`config.mk`:
```
export PLATFORM = sky130hd
export DESIGN_NAME = up_down_cnt_param
export DESIGN_NICKNAME = d
export VERILOG_FILES = /design/src/rtl/up_down_cnt_pkg.sv /design/src/rtl/cnt_tick_gen.sv /design/src/rtl/up_down_cnt_param.sv
export SDC_FILE = /design/constraint.sdc
export NUM_CORES = 1
export LEC_CHECK = 0
export CAP_MARGIN = 20
export CORE_UTILIZATION = 30
export CTS_BUF_LIST = sky130_fd_sc_hd__clkbuf_4
export CTS_CLUSTER_DIAMETER = 40
export DETAILED_ROUTE_END_ITERATION = 6
export GPL_TIMING_DRIVEN = 0
export SKIP_CTS_REPAIR_TIMING = 1
export SLEW_MARGIN = 20
export SYNTH_ARGS = -nofsm -noshare
export SYNTH_HDL_FRONTEND = slang
export SYNTH_SLANG_ARGS = --single-unit
```
`constraint.sdc`:
```
create_clock -name cnt_clk -period 2 [get_ports cnt_clk]
set_input_delay 0.2 -clock cnt_clk [delete_from_list [all_inputs] [get_ports cnt_clk]]
set_output_delay 0.2 -clock cnt_clk [all_outputs]
set_load 0.01 [all_outputs]
```
`src/rtl/up_down_cnt_pkg.sv`:
```
// Shared types and helpers for the parametrised up/down counter.
//   cnt_mode_e : mode decode of {cnt_in1, cnt_in0}
//   clog2_min1 : register width needed to hold 0..n-1, never below 1 bit
package up_down_cnt_pkg;

  typedef enum logic [1:0] {
    CNT_HOLD = 2'b00,
    CNT_UP   = 2'b01,
    CNT_DOWN = 2'b10,
    CNT_LOAD = 2'b11
  } cnt_mode_e;

  // Bits needed to represent values 0..n-1; a 1-bit minimum keeps vectors legal.
  function automatic int unsigned clog2_min1(input int unsigned n);
    int unsigned r;
    r = 1;
    for (int i = 1; i < 32; i++) begin
      if ((64'(1) << i) < 64'(n)) r = 32'(i + 1);
    end
    return r;
  endfunction

endpackage

```
`src/rtl/cnt_tick_gen.sv`:
```
// Prescaler: emits one tick every PRESCALE cycles in which run is high.
// Ports:
//   cnt_clk  in   clock
//   cnt_rst  in   async active-low reset
//   run      in   advance the prescaler this cycle
//   clr      in   synchronous clear of the prescaler
//   tick     out  high in the run cycle that completes a prescale period
// With PRESCALE == 1 no register exists and tick follows run directly.
module cnt_tick_gen
  import up_down_cnt_pkg::*;
#(
  parameter int unsigned PRESCALE = 1
) (
  input  logic cnt_clk,
  input  logic cnt_rst,
  input  logic run,
  input  logic clr,
  output logic tick
);

  if (PRESCALE <= 1) begin : g_direct
    logic w_unused;
    assign w_unused = ^{cnt_clk, cnt_rst, clr};
    assign tick     = run;
  end else begin : g_presc
    localparam int unsigned PW = clog2_min1(PRESCALE);
    localparam logic [PW-1:0] LAST = PW'(PRESCALE - 1);

    logic [PW-1:0] r_presc;

    assign tick = run && (r_presc == LAST);

    // Prescaler holds when not running; only LOAD (clr) or a tick resets it.
    always_ff @(posedge cnt_clk or negedge cnt_rst) begin
      if (!cnt_rst) begin
        r_presc <= '0;
      end else if (clr) begin
        r_presc <= '0;
      end else if (run) begin
        r_presc <= (r_presc == LAST) ? '0 : r_presc + PW'(1);
      end
    end
  end

endmodule

```
`src/rtl/up_down_cnt_param.sv`:
```
// Parametrised up/down counter with parallel load, enable + prescaler,
// terminal-count flags and a one-cycle wrap pulse.
// Optional feature macro: UP_DOWN_CNT_SAT_EN adds the sat_mode port
// (1 = saturate at the boundaries instead of wrapping).
// Ports:
//   cnt_clk     in   clock
//   cnt_rst     in   async active-low reset
//   cnt_in0/1   in   mode = {cnt_in1, cnt_in0}: hold/up/down/load
//   cnt_en      in   enable for counting (load ignores it)
//   load_val    in   parallel load value, clamped to MAX_VAL
//   sat_mode    in   saturate select (UP_DOWN_CNT_SAT_EN only)
//   count_out   out  current count
//   cnt_max     out  count == MAX_VAL
//   cnt_zero    out  count == 0
//   wrap_pulse  out  one cycle high when a wrapped value appears
module up_down_cnt_param
  import up_down_cnt_pkg::*;
#(
  parameter int unsigned WIDTH    = 4,
  parameter int unsigned MAX_VAL  = (2 ** WIDTH) - 1,
  parameter int unsigned RST_VAL  = 0,
  parameter int unsigned PRESCALE = 1
) (
  input  logic             cnt_clk,
  input  logic             cnt_rst,
  input  logic             cnt_in0,
  input  logic             cnt_in1,
  input  logic             cnt_en,
  input  logic [WIDTH-1:0] load_val,
`ifdef UP_DOWN_CNT_SAT_EN
  input  logic             sat_mode,
`endif
  output logic [WIDTH-1:0] count_out,
  output logic             cnt_max,
  output logic             cnt_zero,
  output logic             wrap_pulse
);

  // Parameter legality
  if (WIDTH < 2) begin : g_chk_width
    $error("up_down_cnt_param: WIDTH must be >= 2");
  end
  if ((MAX_VAL < 1) || (64'(MAX_VAL) > ((64'(1) << WIDTH) - 64'(1)))) begin : g_chk_max
    $error("up_down_cnt_param: MAX_VAL out of range");
  end
  if (RST_VAL > MAX_VAL) begin : g_chk_rst
    $error("up_down_cnt_param: RST_VAL must be <= MAX_VAL");
  end
  if (PRESCALE < 1) begin : g_chk_presc
    $error("up_down_cnt_param: PRESCALE must be >= 1");
  end

  localparam logic [WIDTH-1:0] MAX_W = WIDTH'(MAX_VAL);
  localparam logic [WIDTH-1:0] RST_W = WIDTH'(RST_VAL);

  cnt_mode_e        w_mode;
  logic             w_run;
  logic             w_clr;
  logic             w_tick;
  logic             w_sat;
  logic [WIDTH-1:0] w_cnt_nxt;
  logic             w_wrap_nxt;
  logic [WIDTH-1:0] r_cnt;
  logic             r_wrap;

  assign w_mode = cnt_mode_e'({cnt_in1, cnt_in0});
  assign w_run  = cnt_en && ((w_mode == CNT_UP) || (w_mode == CNT_DOWN));
  assign w_clr  = (w_mode == CNT_LOAD);

`ifdef UP_DOWN_CNT_SAT_EN
  assign w_sat = sat_mode;
`else
  assign w_sat = 1'b0;
`endif

  cnt_tick_gen #(
    .PRESCALE (PRESCALE)
  ) u_tick (
    .cnt_clk (cnt_clk),
    .cnt_rst (cnt_rst),
    .run     (w_run),
    .clr     (w_clr),
    .tick    (w_tick)
  );

  // Next count and wrap detection; saturation still consumes the tick.
  always_comb begin
    w_cnt_nxt  = r_cnt;
    w_wrap_nxt = 1'b0;
    case (w_mode)
      CNT_LOAD: begin
        w_cnt_nxt = (load_val > MAX_W) ? MAX_W : load_val;
      end
      CNT_UP: begin
        if (w_tick) begin
          if (r_cnt != MAX_W) begin
            w_cnt_nxt = r_cnt + WIDTH'(1);
          end else if (!w_sat) begin
            w_cnt_nxt  = '0;
            w_wrap_nxt = 1'b1;
          end
        end
      end
      CNT_DOWN: begin
        if (w_tick) begin
          if (r_cnt != '0) begin
            w_cnt_nxt = r_cnt - WIDTH'(1);
          end else if (!w_sat) begin
            w_cnt_nxt  = MAX_W;
            w_wrap_nxt = 1'b1;
          end
        end
      end
      default: begin
      end
    endcase
  end

  // Count and wrap-pulse registers
  always_ff @(posedge cnt_clk or negedge cnt_rst) begin
    if (!cnt_rst) begin
      r_cnt  <= RST_W;
      r_wrap <= 1'b0;
    end else begin
      r_cnt  <= w_cnt_nxt;
      r_wrap <= w_wrap_nxt;
    end
  end

  assign count_out  = r_cnt;
  assign cnt_max    = (r_cnt == MAX_W);
  assign cnt_zero   = (r_cnt == '0);
  assign wrap_pulse = r_wrap;

endmodule

```
==> run summary, run 1 <==
fin crit share: 91.1%
CTS Buf Count: 3
starting DRC count in detailed routing: 4
Final nets: 89
Max Clock Skew: 0.00272 ns
Routed WL: 990 um
area grow syn2layout: 42.5%
die area: 1800 sq um
GR Util met2: 20.9%
Worst-path clk slew: 0.04 ns
Slew @ Worst Pin: 0.303 ns
drc violations: 0
Finish-stage setup viols: 0
Placed Area: 659 sq um
CTS root buf: clkbuf_4
pwr/cell area: 772 nW/um^2
GR peak layer: met2
first-pass GRT wire length: 1.73 mm
max-slew violations: 0
routability cong.: 0.688
row count: 14
Syn Nets: 69
Fill cells: 154
vias in the first global route: 427
RSZ-0062 raised after global routing: false
# Max-Cap Violations: 0
CP max FO: 7
startpoint class of the critical path: flip-flop
diode count: 0
Syn Area/Cell: 8.89 sq um
routed len/inst: 11.0 um
Post-Place Worst Slack: 0.0836 ns
share of layout cells above drive strength 1: 18.9%
GRT met3 Usage: 6.47%
headroom to the max-slew limit: 79.8%
synthesized netlist cell count: 55
initial antenna violation count: 0
Die Wd: 42.4 um
Initial Util: 32.5%
drt first pass iters: 3
worst skew pair latency: 0.24 ns
level count of the clock H-tree: 1
CP arrival: 1.62 ns
Hold Path Class: in2async
via count: 456
core area: 1510 sq um
VDD IR max: 353 uV
critical path type: reg2out
Routed Antenna Nets: 0
DPL Wire Length: 781 um
P_leak: 0.315 nW
#FFs+latches synth: 5
final worst setup slack: 0.178 ns
setup TNS: 0 ns
Finished Cell Area: 697 sq um
num ports: 16
vias per cell: 5.07
Hold Vio Cnt, Final: 0
post-synthesis cell area: 489 sq um
Tot GR Track Use: 12.9%
CP endpoint kind: output pin
reg2reg path depth: 6
Max Clk Rate: 0.549 GHz
status: finished clean
CP Data Required Time: 1.80 ns
post-synth cell types: 26
worst-case clock buffer depth: 2
GRT Residual Overflow: 0
port buffer count: 15
met1 usage: 15.8%
Final min period: 1.82 ns
CTS tree: yes
Seq/Total Area, Yosys: 25.6%
Synth warnings: 0
reg2reg setup slack: 0.41 ns
pin count of the biggest net entering global routing: 10
Die Height: 42.4 um
clk sinks: 5
==> state kept, by name, indices dropped and copies added, names as in the netlist <==
signal	flops
count_out	4
wrap_pulse	1
==> cell families (layout without fill, tap and decap cells) <==
kind of cell | after synthesis | after routing | share of synthesized area [%]
fa+ha+maj | 5 | 5 | 12.8
flops | 5 | 5 | 25.6
compound gates | 18 | 18 | 29.4
simple gates | 18 | 18 | 21.2
buf+inv | 7 | 26 | 6.90
mux | 2 | 2 | 4.09
==> synth_stat cells, drive strengths merged <==
cell type,n,area (sq um)
o21ai,4,20.0
a21o,1,7.51
dfrtp,5,125
or2,1,6.26
a31oi,1,6.26
ha,5,62.6
a221oi,1,8.76
inv,6,22.5
o21ba,1,10.0
a22oi,1,12.5
a311oi,1,8.76
nand3b,1,7.51
a21oi,4,20.0
nor2,4,15.0
nand2b,4,27.5
nand3,2,10.0
a21boi,1,7.51
nand2,5,18.8
nor3b,1,18.8
a211o,1,8.76
buf,1,11.3
o211ai,1,7.51
mux2i,2,20.0
a2bb2oi,1,26.3
==> path summary, 6_finish.rpt <==
path	from	endpoint
min in group cnt_clk	count_out[1]	count_out[1]
worst max-delay path	count_out[1]	cnt_max
worst max register to register	count_out[0]	count_out[0]
max in group asynchronous	cnt_rst	count_out[1]
worst min register to register	count_out[1]	count_out[1]
worst min-delay path	cnt_rst	count_out[2]
==> layout by cell type, fill, tap and decap left out, types with 2 or more instances in the layout <==
cell / synthesis / routed
clkdlybuf4s50_1: 0 / 14
inv_1: 6 / 6
nand2_1: 5 / 5
a21oi_1: 4 / 4
nor2_1: 4 / 4
ha_1: 5 / 4
clkbuf_4: 0 / 4
nand2b_1: 3 / 3
o21ai_0: 3 / 3
dfrtp_1: 5 / 3
nand3_1: 2 / 2
mux2i_1: 2 / 2
dfrtp_2: 0 / 2
==> worst max-delay path, stage by stage, from the launching register on <==
cell and delay [ns]:
dfrtp_2 0.42, ha_1 0.22, nand3_1 0.11, inv_1 0.10, clkdlybuf4s50_1 0.53
==> final cells by class <==
cell class                      count  area (sq um)  share of cell area [%]
Multi-Input combinational cell     43           333                    47.8
Timing Repair Buffer               15           153                    21.9
Sequential cell                     5           128                    18.3
Clock buffer                        4          30.0                    4.31
Inverter                            6          22.5                    3.23
Tap cell                           16          20.0                    2.87
Buffer                              1          11.3                    1.62
==> layer usage <==
metal  vias to the layer above  part of all wire, %
met5                         -                    0
met4                         0                    0
li1                        232                    -
met3                         0                  6.1
met1                       212                   46
met2                        12                   48
==> report_power, final <==
group,internal (mW),switching (mW)
registers,0.123,0.0341
logic,0.144,0.108
clock network,0.0889,0.0405
==> metrics by stage <==
step | std cells | util (%) | total power [mW] | hold slack (ns)
after floorplan | 55 | - | 0.312 | -0.0956
after detailed placement | 86 | 43.8 | 0.409 | 0.441
final | 90 | 46.3 | 0.538 | 0.175
after CTS | 90 | 45.8 | 0.544 | 0.177
after global routing | 90 | 46.3 | 0.583 | 0.176
after global placement | 86 | 43.8 | 0.406 | 0.438
No activity file was read; power rests on OpenSTA's default activity.
==> run 2: changes to the inputs <==
--- a/config.mk
+++ b/config.mk
@@ -6,11 +6,13 @@
 export NUM_CORES = 1
 export LEC_CHECK = 0
 export CAP_MARGIN = 20
-export CORE_UTILIZATION = 30
+export CORE_AREA = 2 2 39 41
 export CTS_BUF_LIST = sky130_fd_sc_hd__clkbuf_4
 export CTS_CLUSTER_DIAMETER = 40
 export DETAILED_ROUTE_END_ITERATION = 6
+export DIE_AREA = 0 0 41 43
 export GPL_TIMING_DRIVEN = 0
+export PLACE_DENSITY = 0.66
 export SKIP_CTS_REPAIR_TIMING = 1
 export SLEW_MARGIN = 20
 export SYNTH_ARGS = -nofsm -noshare
==> constraint.sdc (replaced) <==
create_clock -name cnt_clk -period 2.2 [get_ports cnt_clk]
set_input_delay 0.22 -clock cnt_clk [delete_from_list [all_inputs] [get_ports cnt_clk]]
set_output_delay 0.22 -clock cnt_clk [all_outputs]
set_load 0.01 [all_outputs]
==> run 2 against run 1 <==
- register-to-register slack improved by 0.16 ns
- sequential share of layout area is 0.16 points lower
- die area decreased by 1.8%
- non-clock buffer count unchanged
- critical path type unchanged
- largest cell class unchanged
- highest routed layer unchanged
==> run summary, run 2 (synthesized netlist as in run 1, its figures left out) <==
status: finished clean
Hold Path Class: in2async
fin crit share: 92.4%
starting DRC count in detailed routing: 11 (+7)
Cell Count Post-Placement: 86 (unchanged)
Slew @ Worst Pin: 0.303 ns (-0.0000246 ns)
Routed WL: 1.05 mm (+6.4%)
Max Clk Rate: 0.492 GHz
Tot GR Track Use: 15.2% (+2.2 points)
first-pass GRT wire length: 1.83 mm (+5.6%)
row count: 14 (unchanged)
critical path type: reg2out
pwr/cell area: 703 nW/um^2 (-8.9%)
# Max-Cap Violations: 0 (unchanged)
num ports: 16 (unchanged)
Final nets: 89 (unchanged)
headroom to the max-slew limit: 79.8% (about the same)
CP Data Required Time: 1.98 ns (+0.18 ns)
RSZ-0062 raised after global routing: false
worst-case clock buffer depth: 2 (unchanged)
P_leak: 0.302 nW (-4.1%)
Routed Antenna Nets: 0 (unchanged)
max reg flops: 4 (unchanged)
Die Height: 43 um (+1.5%)
drc violations: 0 (unchanged)
routability cong.: 0.727 (+5.6%)
share of layout cells above drive strength 1: 14.9% (-4.1 points)
CP endpoint kind: output pin
worst skew pair latency: 0.24 ns (about the same)
setup TNS: 0 ns (unchanged)
Die Wd: 41 um (-3.3%)
pin count of the biggest net entering global routing: 10 (unchanged)
most frequent cells in the layout: clkdlybuf4s50_1 (15), inv_1 (6), nand2_1 (5), ha_1 (5), dfrtp_1 (5)
Hold Vio Cnt, Final: 0 (unchanged)
Final min period: 2.03 ns
port buffer count: 15 (unchanged)
area grow syn2layout: 40.9%
CP arrival: 1.81 ns (+0.19 ns)
GRT Residual Overflow: 0 (unchanged)
VDD IR max: 329 uV (-6.6%)
level count of the clock H-tree: 1 (unchanged)
CTS tree: yes
routed len/inst: 11.7 um (+6.4%)
clk sinks: 5 (unchanged)
CTS Buf Count: 3 (unchanged)
drt first pass iters: 4 (+1)
Worst-path clk slew: 0.04 ns (about the same)
diode count: 0 (unchanged)
core area: 1380 sq um (-8.1%)
Initial Util: 35.4% (+2.9 points)
startpoint class of the critical path: flip-flop
max-slew violations: 0 (unchanged)
vias per cell: 5.11 (+0.88%)
commonest non-fill, non-tap cell in the layout: clkdlybuf4s50_1
fin cells: 90 (unchanged)
Finish-stage setup viols: 0 (unchanged)
Max Clock Skew: 0.00458 ns (+0.00185 ns)
CTS root buf: clkbuf_4
initial antenna violation count: 0 (unchanged)
CP max FO: 7 (unchanged)
vias in the first global route: 449 (+5.2%)
die area: 1760 sq um (-1.8%)
via count: 460 (+0.88%)
-- run 2: path summary, 6_finish.rpt --
check                      slack [ns]         start      endpoint  depth (start not counted)
min in group cnt_clk             0.61   load_val[1]  count_out[1]                          3
setup reg to reg                 0.57  count_out[0]  count_out[0]                          6
hold reg to reg                  0.63  count_out[1]  count_out[1]                          2
hold / removal                   0.20       cnt_rst  count_out[2]                          1
max in group asynchronous        1.80       cnt_rst  count_out[1]                          1
setup / recovery                 0.17  count_out[0]      cnt_zero                          4
-- run 2: metrics by stage --
step | power, mW | setup WS [ns] | utilization (%) | instance area (sq um) | hold WS, ns
2_1_floorplan | 0.284 | 0.640 | - | 489 | -0.0756
3_3_place_gp | 0.367 | 0.266 | 47.6 | 659 | 0.457
3_5_place_dp | 0.371 | 0.243 | 47.6 | 659 | 0.463
4_1_cts | 0.492 | 0.159 | 49.8 | 689 | 0.204
5_1_grt | 0.529 | 0.0564 | 49.8 | 689 | 0.196
6_report | 0.485 | 0.168 | 49.8 | 689 | 0.200
-- run 2: worst max-delay path: stages (launching register included) --
cell and delay [ns]:
dfrtp_1 0.44, inv_1 0.12, ha_1 0.23, nor3b_4 0.23
clkdlybuf4s50_1 0.56
-- run 2: cell type report --
class                           count  area (sq um)
Multi-Input combinational cell     43           330
Timing Repair Buffer               15           150
Inverter                            6          22.5
Fill cell                         148           694
Clock buffer                        4          30.0
Sequential cell                     5           125
Tap cell                           16          20.0
Buffer                              1          11.3
-- run 2: power by group --
| group | switching [mW] | internal [mW] | leakage, nW |
|---|---|---|---|
| Combinational | 0.0973 | 0.130 | 0.222 |
| Sequential | 0.0311 | 0.110 | 0.0621 |
| Clock | 0.0361 | 0.0808 | 0.0184 |
-- run 2: per-layer routing --
metal / GRT usage, % / part of all wire [%] / vias to the layer above
met5: 0 / 0 / -
met4: 2.00 / 0 / 0
met3: 7.85 / 4.7 / 0
met2: 24.4 / 51 / 12
met1: 17.7 / 44 / 215
li1: - / - / 233
==> run 3: changes to the inputs <==
--- a/config.mk
+++ b/config.mk
@@ -12,6 +12,7 @@
 export DETAILED_ROUTE_END_ITERATION = 6
 export DIE_AREA = 0 0 41 43
 export GPL_TIMING_DRIVEN = 0
+export MAX_ROUTING_LAYER = met4
 export PLACE_DENSITY = 0.66
 export SKIP_CTS_REPAIR_TIMING = 1
 export SLEW_MARGIN = 20
==> results of run 3 <==
No change in the layout: final DEF, timing and power equal those of run 2.
Among the figures that moved: final weighted congestion in routability-driven placement 0.727 -> 0.735; overall routing resource usage 15.2% -> 15.5%
